## src/rtl/microc_gen_if.sv

```systemverilog
// Bus bundle for microc_gen: decoded control strobes and instruction in, CPU state and I/O channels out.
interface microc_gen_if #(
  parameter int NPORTS = 4
);
  logic [15:0]         instr;
  logic                s_inc, s_rel, s_call, s_ret;
  logic                we3, s_inm, s_in, s_out, s_inst;
  logic [2:0]          op;
  logic [8*NPORTS-1:0] in_bus;
  logic [8*NPORTS-1:0] out_bus;
  logic [5:0]          opcode;
  logic                z;
  logic [9:0]          pc;
  logic                full, empty, stk_err;

  modport master (
    output instr, s_inc, s_rel, s_call, s_ret, we3, s_inm, s_in, s_out, s_inst, op, in_bus,
    input  out_bus, opcode, z, pc, full, empty, stk_err
  );
  modport slave (
    input  instr, s_inc, s_rel, s_call, s_ret, we3, s_inm, s_in, s_out, s_inst, op, in_bus,
    output out_bus, opcode, z, pc, full, empty, stk_err
  );
endinterface

```

## src/rtl/microc_gen.sv

```systemverilog
// Single-cycle 8-bit microcontroller datapath: PC/return stack, 16x8 regfile, ALU, NPORTS I/O channels.
module microc_port (
  input  logic       clk,
  input  logic       reset,
  input  logic [7:0] pin,
  input  logic       ld,
  input  logic [7:0] ld_data,
  output logic [7:0] inreg,
  output logic [7:0] dout
);
  always_ff @(posedge clk or negedge reset) begin
    if (!reset) begin
      inreg <= '0;
      dout  <= '0;
    end else begin
      inreg <= pin;
      if (ld) dout <= ld_data;
    end
  end
endmodule

module microc_gen #(
  parameter int NPORTS      = 4,
  parameter int STACK_DEPTH = 8,
  parameter int PC_W        = 10
) (
  input logic        clk,
  input logic        reset,
  microc_gen_if.slave bus
);
  localparam int PSEL_W = $clog2(NPORTS);
  localparam int SPW    = $clog2(STACK_DEPTH + 1);
  localparam int SIW    = $clog2(STACK_DEPTH);

  logic [PC_W-1:0]   pc_q, pc_nxt, pc_inc, target;
  logic [SPW-1:0]    sp;
  logic [PC_W-1:0]   stk [STACK_DEPTH];
  logic              z_q, err_q;
  logic              full, empty, illegal, ovf, unf, push, pop;
  logic [SIW-1:0]    top_idx, push_idx;

  logic [7:0]        rf [16];
  logic [3:0]        ra1, ra2, wa3;
  logic [7:0]        rd1, rd2, alu, wd;
  logic [PSEL_W-1:0] port_sel;
  logic [NPORTS-1:0][7:0] inreg, outreg;

  assign ra1      = bus.instr[7:4];
  assign ra2      = bus.instr[11:8];
  assign wa3      = bus.instr[15:12];
  assign target   = bus.instr[15:6];
  assign port_sel = bus.instr[4 +: PSEL_W];

  assign full     = (sp == SPW'(STACK_DEPTH));
  assign empty    = (sp == '0);
  assign illegal  = bus.s_call & bus.s_ret;
  assign ovf      = bus.s_call & ~bus.s_ret & full;
  assign unf      = bus.s_ret & ~bus.s_call & empty;
  assign push     = bus.s_call & ~bus.s_ret & ~full;
  assign pop      = bus.s_ret & ~bus.s_call & ~empty;
  assign top_idx  = SIW'(sp - SPW'(1));
  assign push_idx = SIW'(sp);
  assign pc_inc   = pc_q + PC_W'(1);

  // Any stack fault (and the illegal call+ret combo) degrades to a plain step.
  always_comb begin
    pc_nxt = pc_inc;
    if (illegal || ovf || unf) pc_nxt = pc_inc;
    else if (bus.s_ret)        pc_nxt = stk[top_idx];
    else if (bus.s_call)       pc_nxt = target;
    else if (!bus.s_inc)       pc_nxt = target;
    else if (bus.s_rel)        pc_nxt = pc_q + target;
  end

  always_ff @(posedge clk or negedge reset) begin
    if (!reset) begin
      pc_q  <= '0;
      sp    <= '0;
      err_q <= 1'b0;
      for (int i = 0; i < STACK_DEPTH; i++) stk[i] <= '0;
    end else begin
      pc_q <= pc_nxt;
      if (push) begin
        stk[push_idx] <= pc_inc;
        sp            <= sp + SPW'(1);
      end else if (pop) begin
        sp <= sp - SPW'(1);
      end
      if (illegal || ovf || unf) err_q <= 1'b1;
    end
  end

  // r0 is never written, so it reads as zero without a read-side mux.
  assign rd1 = rf[ra1];
  assign rd2 = rf[ra2];

  always_comb begin
    alu = '0;
    unique case (bus.op)
      3'b000: alu = rd1;
      3'b001: alu = ~rd1;
      3'b010: alu = rd1 + rd2;
      3'b011: alu = rd1 - rd2;
      3'b100: alu = rd1 & rd2;
      3'b101: alu = rd1 | rd2;
      3'b110: alu = -rd1;
      3'b111: alu = -rd2;
      default: alu = '0;
    endcase
  end

  assign wd = bus.s_in ? inreg[port_sel] : (bus.s_inm ? bus.instr[11:4] : alu);

  always_ff @(posedge clk or negedge reset) begin
    if (!reset) begin
      z_q <= 1'b0;
      for (int i = 0; i < 16; i++) rf[i] <= '0;
    end else if (bus.we3) begin
      if (wa3 != 4'd0) rf[wa3] <= wd;
      if (!bus.s_in && !bus.s_inm) z_q <= (alu == 8'd0);
    end
  end

  for (genvar g = 0; g < NPORTS; g++) begin : g_port
    microc_port u_port (
      .clk     (clk),
      .reset   (reset),
      .pin     (bus.in_bus[8*g +: 8]),
      .ld      (bus.s_out && (port_sel == PSEL_W'(g))),
      .ld_data (bus.s_inst ? bus.instr[15:8] : rd2),
      .inreg   (inreg[g]),
      .dout    (outreg[g])
    );
  end

  assign bus.out_bus = outreg;
  assign bus.opcode  = bus.instr[5:0];
  assign bus.z       = z_q;
  assign bus.pc      = pc_q;
  assign bus.full    = full;
  assign bus.empty   = empty;
  assign bus.stk_err = err_q;
endmodule

```

## src/flat_wrapper.sv

```systemverilog
// flat-port wrapper written by rule: the top's interface ports become plain ports
module microc_gen_flat 
#(
  parameter int NPORTS      = 4,
  parameter int STACK_DEPTH = 8,
  parameter int PC_W        = 10
)
  (clk, reset, bus_instr, bus_s_inc, bus_s_rel, bus_s_call, bus_s_ret, bus_we3, bus_s_inm, bus_s_in, bus_s_out, bus_s_inst, bus_op, bus_in_bus, bus_out_bus, bus_opcode, bus_z, bus_pc, bus_full, bus_empty, bus_stk_err);
  microc_gen_if #(.NPORTS(NPORTS)) bus_i ();
  input logic clk;
  input logic reset;
  input wire logic [$bits(bus_i.instr)-1:0] bus_instr;
  input wire logic [$bits(bus_i.s_inc)-1:0] bus_s_inc;
  input wire logic [$bits(bus_i.s_rel)-1:0] bus_s_rel;
  input wire logic [$bits(bus_i.s_call)-1:0] bus_s_call;
  input wire logic [$bits(bus_i.s_ret)-1:0] bus_s_ret;
  input wire logic [$bits(bus_i.we3)-1:0] bus_we3;
  input wire logic [$bits(bus_i.s_inm)-1:0] bus_s_inm;
  input wire logic [$bits(bus_i.s_in)-1:0] bus_s_in;
  input wire logic [$bits(bus_i.s_out)-1:0] bus_s_out;
  input wire logic [$bits(bus_i.s_inst)-1:0] bus_s_inst;
  input wire logic [$bits(bus_i.op)-1:0] bus_op;
  input wire logic [$bits(bus_i.in_bus)-1:0] bus_in_bus;
  output wire logic [$bits(bus_i.out_bus)-1:0] bus_out_bus;
  output wire logic [$bits(bus_i.opcode)-1:0] bus_opcode;
  output wire logic [$bits(bus_i.z)-1:0] bus_z;
  output wire logic [$bits(bus_i.pc)-1:0] bus_pc;
  output wire logic [$bits(bus_i.full)-1:0] bus_full;
  output wire logic [$bits(bus_i.empty)-1:0] bus_empty;
  output wire logic [$bits(bus_i.stk_err)-1:0] bus_stk_err;
  assign bus_i.instr = bus_instr;
  assign bus_i.s_inc = bus_s_inc;
  assign bus_i.s_rel = bus_s_rel;
  assign bus_i.s_call = bus_s_call;
  assign bus_i.s_ret = bus_s_ret;
  assign bus_i.we3 = bus_we3;
  assign bus_i.s_inm = bus_s_inm;
  assign bus_i.s_in = bus_s_in;
  assign bus_i.s_out = bus_s_out;
  assign bus_i.s_inst = bus_s_inst;
  assign bus_i.op = bus_op;
  assign bus_i.in_bus = bus_in_bus;
  assign bus_out_bus = bus_i.out_bus;
  assign bus_opcode = bus_i.opcode;
  assign bus_z = bus_i.z;
  assign bus_pc = bus_i.pc;
  assign bus_full = bus_i.full;
  assign bus_empty = bus_i.empty;
  assign bus_stk_err = bus_i.stk_err;
  microc_gen #(.NPORTS(NPORTS), .STACK_DEPTH(STACK_DEPTH), .PC_W(PC_W)) u_core (.clk(clk), .reset(reset), .bus(bus_i));
endmodule
```

## config.mk

```make
export PLATFORM = sky130hd
export DESIGN_NAME = microc_gen_flat
export DESIGN_NICKNAME = d
export VERILOG_FILES = /design/src/rtl/microc_gen_if.sv /design/src/rtl/microc_gen.sv /design/src/flat_wrapper.sv
export SDC_FILE = /design/constraint.sdc
export NUM_CORES = 1
export LEC_CHECK = 0
export CAP_MARGIN = 20
export CORE_MARGIN = 1.5
export CORE_UTILIZATION = 46
export CTS_CLUSTER_DIAMETER = 80
export CTS_CLUSTER_SIZE = 28
export DETAILED_ROUTE_END_ITERATION = 10
export PLACE_DENSITY = 0.75
export REMOVE_ABC_BUFFERS = 1
export SLEW_MARGIN = 40
export SYNTH_ARGS = -nofsm -noshare
export SYNTH_HDL_FRONTEND = slang
export SYNTH_SLANG_ARGS = --single-unit
```

## constraint.sdc

```tcl
create_clock -name clk -period 4.6 [get_ports clk]
set_input_delay 1.38 -clock clk [delete_from_list [all_inputs] [get_ports clk]]
set_output_delay 1.38 -clock clk [all_outputs]
set_load 0.02 [all_outputs]
```

==> results.cfg, run 1 <==
[outcome]
run_status = finished, violations left
failed_checks = setup timing

[grt]
grt_overflow_total = 0
number_of_antenna_violations_at_the_first_check_in_global_routing = 0
grt_pass1_wl_um = 70900
grt_start_max_net_pins = 64
grt_use_total_pct = 25.6
first_global_vias = 12900

[clocking]
root_buffer = clkbuf_16
cts_tree = yes
worstSkewPairLatency_ns = 0.56
numCtsBuffers = 18
cts.sinks = 288
ctsLongestPathBuffers = 3
cts.clk_slew.worst_paths_ns = 0.11
ctsHtreeMaxLevel = 1
hold_buffers = 0

[hold_path]
min-delay-path-class = flip-flop to flip-flop

[layout]
layout-area-overhead-vs-synth_pct = 24.9
fin_cells = 2143
drive_gt1_share_pct = 25.5
num_antenna_cells = 0
final_nets = 1771

[setup_path]
timing.setup.critical_path_class = input pin to flip-flop
critPathArrivalTime_ns = 5.20
start_kind = input pin
critical_path_rt_ns = 5.03
flop_to_flop_setup_slack_ns = 0.38
r2r_start = u_core.rf[105]
cp-startpoint = bus_instr[8]
r2r-end = u_core.rf[93]
crit_path_max_fanout = 7
r2r_cells = 19
cp-endpoint = u_core.rf[93]
timing.critical_path.to_type = flip-flop

[timing]
final_worst_clock_skew_ns = 0.0401
tightestPinTransition_ns = 0.860
post_layout_min_period_ns = 4.77
finalHoldWorstSlack_ns = 0.413
slew_violations = 0
setup_ws_ns = -0.174
finalSetupViolations = 70
finalCritPeriodShare_pct = 104
number_of_hold_slack_violations_in_the_final_timing_report = 0
timing.slew.headroom_pct = 42.2
timing.setup.tns_ns = -6.84
maxClockFrequency_mhz = 209
unrepaired_setup_endpoints_after_global_routing = true

[synthesis]
synth_area_leaders = dfrtp_1, mux4_2, a21oi_1
synth_simple_gate_area_share_pct = 12.3
yosysWarnings = 0
synth_async_sr_flop_share_pct = 100
synth_top_cell_by_area = dfrtp_1
synth.lib_cells_used.distinct = 73
synth_xor_area_share_pct = 2.26
postSynthCellCount = 1493
synth-seq-cells = 288
synthesized_area_sq_um = 15600
ys_seq_area_share_pct = 46.3
synthesized_area_fraction_occupied_by_ao_oa_aoi_and_oai_cells_pct = 15.1
syn-mean-instance-area_sq_um = 10.4
synth_top_area_share_pct = 46.3
synth-adder-area-share_pct = 2.17
synth_enable_flop_cells = 0
main_combinational_cell_family_by_area_after_synthesis = multiplexers
synth_mux_area_share_pct = 17.9
synth_flop_cell = dfrtp_1

[drt]
detail_route.wirelength_um = 45300
route.detailed.vias_per_inst = 6.04
dr.pass1.iters = 5
wire_per_inst_um = 21.1
ant_nets = 0
drt_first_iter_violations = 1234
drc = 0
routed-via-count = 12900

[floorplan]
initial_utilization_pct = 46.5
dieArea_sq_um = 34900
die_span_x_um = 187
dieHeight_um = 187
rows = 67
core_area_sq_um = 33400
top_level_ports = 114

[placed_design]
place.detailed.instances = 2095
gp_routability_congestion = 0.945
dp_hpwl_um = 31700
buffers_added_on_ports = 105

[power_and_ir_drop]
total_power_uw = 10500
static-leakage-power_uw = 0.00823
powerDensity_nw_per_um2 = 539
power.ir.vdd_worst_v = 0.000482

[job]
drv_cap = 0
Yosys cell counts (all sizes together) (3+ instances only):
cell type / instances
dfrtp: 288
nor2: 180
a221oi: 4
a21oi: 160
o22ai: 8
a211oi: 13
nand3b: 7
mux2: 35
nor4: 3
a21boi: 3
ha: 23
nor2b: 15
nand4: 3
nor3: 18
o31a: 9
o21a: 12
inv: 28
xnor2: 25
o211ai: 10
or3: 4
clkbuf: 75
a31oi: 24
nand2: 146
or2: 5
o21ai: 112
nand2b: 9
xor2: 13
and2: 7
buf: 36
a21o: 7
and3: 8
nor3b: 4
mux4: 80
o221ai: 3
mux2i: 54
nand3: 22
a22o: 9
a22oi: 8
layout make-up:
cell class | instances | area (sq um)
fillers | 2648 | 14000
multi-input cells | 1066 | 8250
flip-flops and latches | 288 | 7210
repair buffers | 281 | 2640
well taps | 448 | 561
clock buffers | 19 | 475
clock inverters | 12 | 186
inverters | 29 | 109
through the flow:
| stage | setup WS (ns) | instance area, sq um | utilization, % |
|---|---|---|---|
| floorplan | -0.745 | 15100 | - |
| global placement | -1.37 | 17900 | 53.6 |
| detailed placement | -1.53 | 18000 | 53.7 |
| CTS | -0.0447 | 19000 | 56.8 |
| global route | -0.340 | 19400 | 58.1 |
| finish | -0.174 | 19400 | 58.1 |
cell families after synthesis:
kind of cell               after synthesis
DFF                                    288
and+or+nand+nor                        435
buffers and inverters                  140
muxes                                  169
xor gates and xnor gates                38
AOI/OAI and AO/OA                      397
adders and majority gates               26
sequential cells by signal, summed over array words and instances (netlist names):
register and cells:
u_core.stk 80, u_core.bus.z 1, u_core.sp 4, u_core.g_port.u_port.inreg 32
u_core.rf 128, u_core.bus.stk_err 1, u_core.bus.pc 10, u_core.g_port.u_port.dout 32
how the worst min path moves through the flow:
stage	depth (start not counted)	endpoint	from	slack, ns
6_report	0	u_core.rf[126]	u_core.rf[126]	0.41
5_1_grt	0	u_core.rf[126]	u_core.rf[126]	0.43
4_1_cts	0	u_core.rf[127]	u_core.rf[127]	0.41
3_5_place_dp	0	u_core.rf[127]	u_core.rf[127]	0.39
3_3_place_gp	0	u_core.rf[127]	u_core.rf[127]	0.38
2_1_floorplan	0	u_core.rf[125]	u_core.rf[125]	0.37
critical path, stage by stage:
cell,delay (ns)
buf_16,0.12
mux4_2,0.50
a22o_1,0.28
a221oi_4,0.33
ha_4,0.28
nand2_4,0.07
o21ai_4,0.07
inv_1,0.05
ha_1,0.21
nor2b_1,0.13
o21ai_1,0.14
nand2b_1,0.13
a31oi_4,0.19
xor2_1,0.21
a222oi_1,0.14
o311ai_1,0.35
a21oi_2,0.15
a21oi_2,0.20
buf_4,0.19
a21oi_1,0.07
routing by layer:
metal / global-route usage (%) / part of all wire [%]
met4: 8.78 / 3.0
met1: 35.5 / 41
met5: 0 / 0
met3: 4.78 / 9.0
met2: 40.7 / 47
cell usage in the layout (no fill, tap or decap), drive strengths merged, types with 13 or more instances in the layout:
master,netlist,layout
ha,23,23
nor2b,15,15
mux2,35,36
nor3,18,18
inv,28,33
dfrtp,288,288
nand3,22,22
a31oi,24,24
a211oi,13,13
clkdlybuf4s50,0,98
o21ai,112,112
nand2,146,146
clkbuf,75,21
xnor2,25,25
xor2,13,13
mux2i,54,54
a21oi,160,160
buf,36,179
nor2,180,180
mux4,80,80
what timing repair did:
| action | CTS | global route |
|---|---|---|
| gates resized for setup | 70 | 97 |
| gates cloned | 3 | 5 |
| endpoints found under the setup margin | 106 | 95 |
| setup buffers | 8 | 3 |
| pin swaps | 36 | 36 |
power breakdown:
group	leakage [uW]	total, uW	switching, uW	internal [uW]
logic	0.00446	4720	2370	2340
registers	0.00346	3900	615	3280
clock network	0.000313	1860	983	874
total	0.00823	10500	3970	6500
Power figures use the tool's default switching activity.
==> run 2, diff against run 1 <==
Settings changed: PLACE_DENSITY 0.75 to 0.72.
==> results.cfg, run 2 (synthesis gave the netlist of run 1 again) <==
[placed_design]
gp_routability_congestion = 0.940
dp_hpwl_um = 31600
dp_slack_ns = -1.50
buffers_added_on_ports = 105
place.detailed.instances = 2094
post_dp_cell_area_sq_um = 18000

[setup_path]
r2r_start = u_core.rf[64]
cp-endpoint = u_core.rf[117]
timing.setup.critical_path_class = input pin to flip-flop
r2r-end = u_core.rf[117]
r2r_cells = 18
timing.critical_path.to_type = flip-flop
critical_path_rt_ns = 5.00
cp-startpoint = bus_instr[8]
critPathArrivalTime_ns = 5.24
crit_path_max_fanout = 8
flop_to_flop_setup_slack_ns = 0.32
start_kind = input pin

[grt]
number_of_antenna_violations_at_the_first_check_in_global_routing = 0
grt_pass1_wl_um = 70600
grt_use_total_pct = 25.6
first_global_vias = 12700
grt_start_max_net_pins = 65
grt_overflow_total = 0

[drt]
ant_nets = 0
dr.pass1.iters = 5
drt_first_iter_violations = 1285
detail_route.wirelength_um = 44800
routed-via-count = 12800
route.detailed.vias_per_inst = 5.94
wire_per_inst_um = 20.8
drc = 0

[timing]
tightestPinTransition_ns = 0.898
maxClockFrequency_mhz = 207
unrepaired_setup_endpoints_after_global_routing = true
setup_ws_ns = -0.239
number_of_hold_slack_violations_in_the_final_timing_report = 0
final_worst_clock_skew_ns = 0.0270
slew_violations = 0
finalHoldWorstSlack_ns = 0.412
timing.slew.headroom_pct = 39.7
post_layout_min_period_ns = 4.84
finalSetupViolations = 91
finalCritPeriodShare_pct = 105

[clocking]
cts.clk_slew.worst_paths_ns = 0.10
worstSkewPairLatency_ns = 0.53
hold_buffers = 0
cts.sinks = 288
ctsHtreeMaxLevel = 1
numCtsBuffers = 16
root_buffer = clkbuf_16
ctsLongestPathBuffers = 3
cts_tree = yes

[layout]
reg.largest.list = u_core.rf: 128 flops, u_core.stk: 80 flops
final_design_area_no_fill_sq_um = 19500
fin_cells = 2154
num_antenna_cells = 0
layout_commonest_cell = dfrtp_1
seqCellArea_sq_um = 7210
largest_reg_flops = 128
layout_common_cells = dfrtp_1, nor2_1, buf_4, nand2_1, a21oi_1
drive_gt1_share_pct = 26.8
layout-area-overhead-vs-synth_pct = 25.1
largest-register = u_core.rf
final.fill_count = 2691
area_of_the_multi_input_gates_sq_um = 8230
final_nets = 1787

[floorplan]
core_area_sq_um = 33400
dieArea_sq_um = 34900
rows = 67
dieHeight_um = 187
top_level_ports = 114
die_span_x_um = 187
initial_utilization_pct = 46.5

[job]
drv_cap = 0

[outcome]
run_status = finished, violations left
failed_checks = setup timing

[power_and_ir_drop]
power.ir.vdd_worst_v = 0.000351
powerDensity_nw_per_um2 = 531
static-leakage-power_uw = 0.00825

[hold_path]
min-delay-path-class = flip-flop to flip-flop
run 2: how the worst min path moves through the flow:
| stage | startpoint | endpoint | slack, ns | depth (start not counted) |
|---|---|---|---|---|
| floorplan | u_core.rf[125] | u_core.rf[125] | 0.37 | 0 |
| global placement | u_core.rf[121] | u_core.rf[121] | 0.38 | 0 |
| detailed placement | u_core.rf[121] | u_core.rf[121] | 0.38 | 0 |
| CTS | u_core.rf[122] | u_core.rf[122] | 0.41 | 0 |
| global route | u_core.rf[122] | u_core.rf[122] | 0.42 | 0 |
| finish | u_core.rf[123] | u_core.rf[123] | 0.41 | 0 |
run 2: metal layers:
| metal | vias up | track usage (%) | routed length [um] |
|---|---|---|---|
| met5 | - | 0 | 0 |
| met4 | 0 | 7.97 | 1320 |
| met3 | 108 | 5.59 | 4250 |
| met2 | 628 | 41.4 | 21000 |
| met1 | 6274 | 34.8 | 18200 |
| li1 | 5775 | - | - |
run 2: what timing repair did:
action | in CTS | in global routing
hold endpoints to repair | 0 | 0
pin swaps | 42 | 16
endpoints found under the setup margin | 106 | 96
gates cloned | 5 | 1
buffers inserted | 19 | 12
resized for setup | 137 | 37
run 2: through the flow:
stage                     TNS [ns]  util [%]  power, uW
after floorplan             -49.97         -       6530
after global placement     -118.53      53.7       8020
after detailed placement   -129.00      53.8       8190
after CTS                    -7.38      57.4      10200
after global routing        -25.25      58.2      10900
final                       -13.34      58.2      10300
run 2: worst max-delay path, stage by stage:
cell and delay [ns]:
buf_12 0.12, mux4_2 0.51, a22o_4 0.29, a221oi_4 0.32, ha_4 0.21, buf_6 0.11
o21ai_4 0.05, nand2_2 0.08, xnor2_2 0.07, ha_1 0.36, a21o_1 0.20, a31oi_4 0.19
xor2_1 0.21, a222oi_1 0.16, o311ai_2 0.42, a21oi_2 0.11, a21oi_2 0.20, buf_6 0.18
a21oi_2 0.06
run 2: cell type report:
| cell class | instances | area share, % |
|---|---|---|
| inverters | 29 | 0.559 |
| multi-input cells | 1065 | 42.3 |
| flip-flops and latches | 288 | 37.0 |
| repair buffers | 300 | 14.4 |
| well taps | 448 | 2.88 |
| clock inverters | 5 | 0.482 |
| clock buffers | 19 | 2.33 |
run 2: where the power goes:
group          switching [uW]  total (uW)  leakage [uW]  internal, uW
logic                    2440        4820       0.00453          2380
clock network             917        1660      0.000263           745
registers                 573        3860       0.00346          3280
total                    3930       10300       0.00825          6410
==> run 3, diff against run 2 <==
Settings changed: GPL_TIMING_DRIVEN set to 0, SETUP_SLACK_MARGIN set to 0.3.
==> results.cfg, run 3 (synthesis gave the netlist of run 1 again) <==
[clocking]
numCtsBuffers = 17
ctsHtreeMaxLevel = 1
ctsLongestPathBuffers = 3
worstSkewPairLatency_ns = 0.54
root_buffer = clkbuf_16
cts.clk_slew.worst_paths_ns = 0.10
cts.sinks = 288
cts_tree = yes

[drt]
ant_nets = 0
wire_per_inst_um = 21.3
routed-via-count = 12400
dr.pass1.iters = 5
drc = 0
detail_route.wirelength_um = 43200
drt_first_iter_violations = 1171
route.detailed.vias_per_inst = 6.10

[layout]
final_design_area_no_fill_sq_um = 18900
seqCellArea_sq_um = 7210
fin_cells = 2033
largest_reg_flops = 128
largest-register = u_core.rf
layout_common_cells = dfrtp_1, nor2_1, nand2_1, a21oi_1, clkdlybuf4s50_1
drive_gt1_share_pct = 22.9
final.fill_count = 2675
num_antenna_cells = 0
layout-area-overhead-vs-synth_pct = 21.7
area_of_the_multi_input_gates_sq_um = 8450
final_nets = 1663
reg.largest.list = u_core.rf: 128 flops, u_core.stk: 80 flops
layout_commonest_cell = dfrtp_1

[setup_path]
cp-startpoint = bus_instr[8]
crit_path_max_fanout = 7
start_kind = input pin
r2r_start = u_core.rf[105]
critical_path_rt_ns = 5.03
r2r-end = u_core.rf[109]
flop_to_flop_setup_slack_ns = 0.24
timing.critical_path.to_type = flip-flop
timing.setup.critical_path_class = input pin to flip-flop
critPathArrivalTime_ns = 5.37
r2r_cells = 20

[timing]
final_worst_clock_skew_ns = 0.0451
tightestPinTransition_ns = 0.958
unrepaired_setup_endpoints_after_global_routing = true
timing.setup.tns_ns = -19.29
finalCritPeriodShare_pct = 107
number_of_hold_slack_violations_in_the_final_timing_report = 0
slew_violations = 0
setup_ws_ns = -0.339
maxClockFrequency_mhz = 202
post_layout_min_period_ns = 4.94
finalSetupViolations = 106
timing.slew.headroom_pct = 36.0

[power_and_ir_drop]
power.ir.vdd_worst_v = 0.000375
switching_power_uw = 3930
powerDensity_nw_per_um2 = 540
share_clk_of_total_power_pct = 16.6
intPower_uw = 6300
p_seq_share_pct = 38.0
netSwitchingFraction_pct = 38.4
combPwrFrac_pct = 45.3
static-leakage-power_uw = 0.00779

[grt]
grt_start_max_net_pins = 76
grt_overflow_total = 0
first_global_vias = 11800
number_of_antenna_violations_at_the_first_check_in_global_routing = 0
grt_pass1_wl_um = 66000
grt_use_total_pct = 23.8

[placed_design]
buffers_added_on_ports = 105
dp_hpwl_um = 27700
post_dp_cell_area_sq_um = 17000
gp_routability_congestion = 0.888
place.detailed.instances = 1953

[floorplan]
initial_utilization_pct = 46.5
top_level_ports = 114
dieHeight_um = 187
die_span_x_um = 187
rows = 67
core_area_sq_um = 33400
dieArea_sq_um = 34900

[hold_path]
min-delay-path-class = flip-flop to flip-flop
hold-path-endpoint = u_core.rf[122]
worst_hold_startpoint = u_core.rf[122]
number_of_instances_on_the_worst_hold_path = 0

[outcome]
failed_checks = setup timing
run_status = finished, violations left

[job]
drv_cap = 0
-- run 3: what timing repair did --
action | in CTS | in global routing
setup endpoints to repair | 121 | 121
gates resized for setup | 127 | 65
cloned | 7 | 2
buffers inserted | 32 | 11
pin swaps | 39 | 24
hold buffers | 0 | 0
-- run 3: area by class of cell --
cell class                      count  area share, %
Clock buffer                       18           2.27
Sequential cell                   288           38.1
Timing Repair Buffer              175           10.8
Inverter                           29          0.601
Tap cell                          448           2.96
Clock inverter                     10          0.700
Multi-Input combinational cell   1065           44.6
-- run 3: stage by stage --
step	hold WS, ns	utilization, %	total power [uW]	setup slack (ns)
CTS	0.411	55.2	9930	-0.264
floorplan	0.365	-	6530	-0.745
global route	0.423	56.6	10800	-0.459
global placement	0.380	49.8	7640	-10.05
finish	0.408	56.6	10200	-0.339
detailed placement	0.392	50.9	7880	-2.59
-- run 3: how the worst max path moves through the flow --
| stage | end | slack [ns] | cells after the start |
|---|---|---|---|
| finish | u_core.rf[109] | -0.34 | 21 |
| global route | u_core.rf[71] | -0.46 | 20 |
| CTS | u_core.rf[109] | -0.26 | 20 |
| detailed placement | u_core.rf[85] | -2.59 | 19 |
| global placement | u_core.g_port[0].u_port.inreg[5] | -10.05 | 1 |
| floorplan | u_core.rf[85] | -0.75 | 18 |
-- run 3: critical path, cell delays in order --
cell and delay, ns:
buf_16 0.11, mux4_2 0.51, a22o_4 0.30, a221oi_4 0.19, buf_6 0.17, ha_4 0.21
nand2_2 0.06, o21ai_2 0.07, inv_1 0.06, ha_1 0.21, nor2b_1 0.13, o21ai_1 0.13
nand2b_1 0.10, a31oi_2 0.18, xor2_1 0.12, a222oi_1 0.50, o311ai_2 0.16, a21oi_2 0.33
a21oi_4 0.09, buf_12 0.20, a21oi_2 0.13
-- run 3: power groups by stage --
| stage | clock (uW) | sequential (uW) | combinational, uW |
|---|---|---|---|
| final | 1700 | 3890 | 4640 |
| after CTS | 1730 | 3870 | 4340 |
| after detailed placement | 0 | 3910 | 3970 |
| after global routing | 1820 | 3980 | 5000 |
| after global placement | 0 | 3890 | 3750 |
| after floorplan | 0 | 3870 | 2660 |
-- run 3: routing by layer --
metal	routed length, um	global-route usage (%)	vias up
li1	-	-	5534
met1	17800	33.1	6182
met2	20300	37.6	579
met3	3930	5.33	100
met4	1210	7.26	0
met5	0	0	-
==> patch 1, RTL diff (flow settings as in run 1) <==
`STACK_DEPTH` is set to 8 in 2 places; all go to 4.
--- a/src/rtl/microc_gen.sv
+++ b/src/rtl/microc_gen.sv
@@ -21,7 +21,7 @@
 
 module microc_gen #(
   parameter int NPORTS      = 4,
-  parameter int STACK_DEPTH = 8,
+  parameter int STACK_DEPTH = 4,
   parameter int PC_W        = 10
 ) (
   input logic        clk,
--- a/src/flat_wrapper.sv
+++ b/src/flat_wrapper.sv
@@ -2,7 +2,7 @@
 module microc_gen_flat 
 #(
   parameter int NPORTS      = 4,
-  parameter int STACK_DEPTH = 8,
+  parameter int STACK_DEPTH = 4,
   parameter int PC_W        = 10
 )
   (clk, reset, bus_instr, bus_s_inc, bus_s_rel, bus_s_call, bus_s_ret, bus_we3, bus_s_inm, bus_s_in, bus_s_out, bus_s_inst, bus_op, bus_in_bus, bus_out_bus, bus_opcode, bus_z, bus_pc, bus_full, bus_empty, bus_stk_err);
Function: not settled (the Yosys comparison gave no result); the edit may change what the design does.
==> patch 1 against run 1 <==
- the run still ends with negative setup slack left
- hold slack better by 0.0047 ns
- worst setup slack worse by 0.44 ns
- sequential cell count is 41 lower
- routed wire length is 12% lower
- register-to-register slack worse by 0.41 ns
- power is 15% lower
- first-iteration DRC count is 16% lower
- count of clock-buffer cells in the layout is 4 lower
- synthesized cell count is 17% lower
- cell area is 11% lower
- utilization is 1.8 points higher
- area after synthesis is 13% lower
- sequential share of layout area is 1.3 points lower
==> patch 1: results <==
group,metric,value,unit
global_route,grt_max_degree,100,
finish,top_regs,"u_core.rf x128, u_core.stk x40",
worst_hold_path,hp-class,"flip-flop to flip-flop",
place,gp_congestion,0.904,
power,ir_drop,0.337,mV
timing,fin_ws,-0.616,ns
clock_tree,clkLatencyLatePin,0.50,ns
finish,insertedDiodeCount,0,
global_route,grt_usage,25.8,%
timing,finalSetupTns,-30.48,ns
place,hpwlAfterDp,27500,um
finish,layoutNonFillerInstCount,1820,
run,maxCapViolCount,0,
yosys,post_synth_num_cell_types,66,
finish,fillerInstances,2265,
finish,finalNetCount,1520,
timing,tightest_slew,0.793,ns
clock_tree,cts_root_buffer,"clkbuf_16",
setup_path,worstPathMaxFanout,8,
route,dr.first_iter.drc_count,1039,
yosys,ys_top_cells_by_count,"247 x dfrtp_1, 125 x nand2_1, 108 x nor2_1, 103 x a21oi_1, 96 x o21ai_0",
global_route,grt_pass1_vias,11212,
yosys,ys_warn_count,0,
place,port_buffers,105,
setup_path,arrival,5.60,ns
global_route,grt_first_pass_wirelength,62300,um
route,via_per_inst,6.14,
yosys,ys_top_cells_by_area,"dfrtp_1 46%, mux4_2 12%, mux2_2 6.6%",
timing,skew,0.0202,ns
power,p_leak,7.48,nW
route,finalWirelength,39800,um
route,dr.pass1.iters,6,
clock_tree,numCtsBuffers,15,
status,violations,"negative setup slack",
status,status,"finished with violations",
timing,setup_viol,91,
yosys,avgSynthCellArea,11.0,sq um
yosys,ys_seq_area_share,45.6,%
finish,drive_gt1_share,29.3,%
[patch 1: worst paths after layout]
kind	start	cells after the start	slack, ns	end
max	bus_instr[8]	19	-0.62	u_core.rf[55]
min	u_core.rf[125]	0	0.42	u_core.rf[125]
max reg2reg	u_core.rf[97]	18	-0.03	u_core.rf[55]
min reg2reg	u_core.rf[125]	0	0.42	u_core.rf[125]
max in group asynchronous	reset	3	2.87	u_core.rf[52]
min in group asynchronous	reset	1	0.73	u_core.stk[29]
[patch 1: report_power, final]
part | internal (W) | switching, W | total [W] | leakage (nW)
Combinational | 0.00211 | 0.00202 | 0.00413 | 4.22
Clock | 0.000753 | 0.000801 | 0.00155 | 0.258
Sequential | 0.00277 | 0.000484 | 0.00326 | 3.00
[patch 1: logic make-up after synthesis]
| kind of cell | share of synthesized area [%] |
|---|---|
| multiplexers | 22.1 |
| AO/OA/AOI/OAI | 12.2 |
| adder cells (fa/ha/maj) | 2.79 |
| XOR/XNOR | 2.20 |
| flip-flops | 45.6 |
| AND/OR/NAND/NOR | 11.4 |
| buffers and inverters | 3.66 |
[patch 1: layout make-up]
cell class / instances / area, sq um / area share [%]
Clock buffer: 15 / 375 / 2.17
Tap cell: 384 / 480 / 2.78
Multi-Input combinational cell: 869 / 7460 / 43.2
Sequential cell: 247 / 6180 / 35.8
Clock inverter: 9 / 156 / 0.905
Inverter: 24 / 90.1 / 0.521
Timing Repair Buffer: 272 / 2540 / 14.7
[patch 1: metal layers]
metal | GRT usage (%) | vias to the layer above | share of wire [%]
met5 | 0 | - | 0
met4 | 8.26 | 0 | 3.6
met3 | 3.59 | 98 | 7.3
met2 | 41.9 | 557 | 48
met1 | 35.8 | 5619 | 41
li1 | - | 4905 | -
[patch 1: critical path: stages]
cell and delay, ns:
buf_12 0.11, mux4_2 0.50, a22o_1 0.23, a221o_1 0.33
inv_2 0.11, ha_4 0.14, and4b_1 0.24, o211ai_1 0.17
and2_1 0.24, xnor2_1 0.19, ha_1 0.30, buf_4 0.16
a21oi_4 0.14, and2_4 0.17, nor3_1 0.06, a211oi_2 0.23
nand3_2 0.21, o221a_4 0.39, mux2_2 0.29
[patch 1: what timing repair did]
action,in CTS,in global routing
pin swaps,30,49
gates cloned,4,2
gates resized for setup,100,75
setup buffers,17,7
setup endpoints to repair,106,106
[patch 1: metrics by stage]
stage / area, sq um / setup slack [ns]
2_1_floorplan: 13200 / -0.943
3_3_place_gp: 15900 / -1.32
3_5_place_dp: 15900 / -1.40
4_1_cts: 16900 / -0.405
5_1_grt: 17300 / -0.670
6_report: 17300 / -0.616
==> patch 2, RTL diff (config.mk and constraints of run 1) <==
Without the edit above. Remove the case item `3'b010` of the case on `bus.op`.
--- a/src/rtl/microc_gen.sv
+++ b/src/rtl/microc_gen.sv
@@ -99,7 +99,6 @@
     unique case (bus.op)
       3'b000: alu = rd1;
       3'b001: alu = ~rd1;
-      3'b010: alu = rd1 + rd2;
       3'b011: alu = rd1 - rd2;
       3'b100: alu = rd1 & rd2;
       3'b101: alu = rd1 | rd2;
Check against the original RTL: not equivalent (a bounded check fails within 4 cycles, from zero or initial values and one cycle with reset low).
==> patch 2 against run 1 <==
- routed wire length decreased by 8.7%
- highest routed layer is now met5
- sequential share of layout area up 1.8 points
- critical endpoint is now u_core.rf[54]
- global-route usage shrank 1.2 points
- clock power is 8% lower
- sequential cell count stayed put
- area after synthesis shrank 2.8%
- count of clock-buffer cells in the layout fell by 2
- cell area decreased by 4.6%
- clock skew down 0.019 ns
- power decreased by 6.7%
- worst setup slack better by 0.21 ns
- maximum frequency increased by 4.6%
==> patch 2: results <==
group,metric,value,unit
global_route,antenna_found_initial,1,
global_route,grt_use_met1,35.3,%
power,ir_drop,0.288,mV
power,finalPower,0.00977,W
yosys,ys_top_cells_by_count,"288 x dfrtp_1, 176 x nor2_1, 135 x a21oi_1, 130 x nand2_1, 112 x o21ai_0",
setup_path,crit_slowest_cell,"or4b_2",
global_route,grt_max_degree,67,
worst_hold_path,hp-start,"u_core.rf[127]",
route,via_per_inst,5.83,
setup_path,worstReg2RegStart,"u_core.rf[5]",
global_route,grt_pass1_vias,11745,
yosys,post_synth_num_cell_types,66,
status,status,"finished, final reports clean",
route,dr.max_layer_used,"met5",
setup_path,worstPathMaxFanout,8,
route,dr.first_iter.drc_count,886,
place,hpwlAfterDp,29800,um
setup_path,slowest_delay,0.66,ns
timing,skew,0.0208,ns
global_route,grt_usage,24.4,%
power,p_comb,0.00425,W
finish,drive_gt1_share,24.1,%
timing,tightest_slew,0.776,ns
route,wl_met2,19300,um
place,placed_area,17600,sq um
==> patch 2: repair_timing <==
item	CTS	global route
gates resized for setup	19	42
cloned	0	3
buffers inserted	1	9
pin swaps	3	23
endpoints found under the setup margin	62	77
==> patch 2: cells by family after synthesis <==
kind of cell	after synthesis	share of synthesized area, %
simple gates	391	11.1
compound gates	344	13.7
flops	288	47.7
mux	150	18.0
buf+inv	144	4.12
fa+ha+maj	39	3.33
xor+xnor	35	2.03
==> patch 2: final timing paths <==
kind,to,slack (ns),cells past startpoint
worst max register to register,u_core.rf[54],0.72,15
worst min register to register,u_core.rf[127],0.42,0
min in group asynchronous,u_core.stk[43],0.77,1
max in group asynchronous,u_core.bus.pc[8],2.86,3
worst min-delay path,u_core.rf[127],0.42,0
worst max-delay path,u_core.rf[54],0.04,17
==> patch 2: worst register-to-register path, delay by kind of cell (launching register included) <==
| family | cells | cell delay, ns |
|---|---|---|
| flip-flops | 1 | 0.41 |
| buffers and inverters | 2 | 0.28 |
| multiplexers | 1 | 0.49 |
| adder cells (fa/ha/maj) | 1 | 0.24 |
| AND/OR/NAND/NOR | 3 | 0.86 |
| AO/OA/AOI/OAI | 8 | 1.44 |
==> patch 2: cell type report <==
| class | instances | area (sq um) | share of cell area [%] |
|---|---|---|---|
| multi-input combinational | 959 | 7500 | 40.5 |
| tap | 442 | 553 | 2.98 |
| clock buffer | 17 | 425 | 2.30 |
| inverter | 40 | 150 | 0.810 |
| clock inverter | 9 | 153 | 0.824 |
| sequential | 288 | 7210 | 38.9 |
| timing repair buffer | 270 | 2540 | 13.7 |
==> patch 2: per-stage QoR <==
stage,instances,setup TNS [ns]
after floorplan,1287,-11.50
after global placement,1985,-58.85
after detailed placement,1986,-63.76
after CTS,2013,0
after global routing,2025,-0.812
final,2025,0
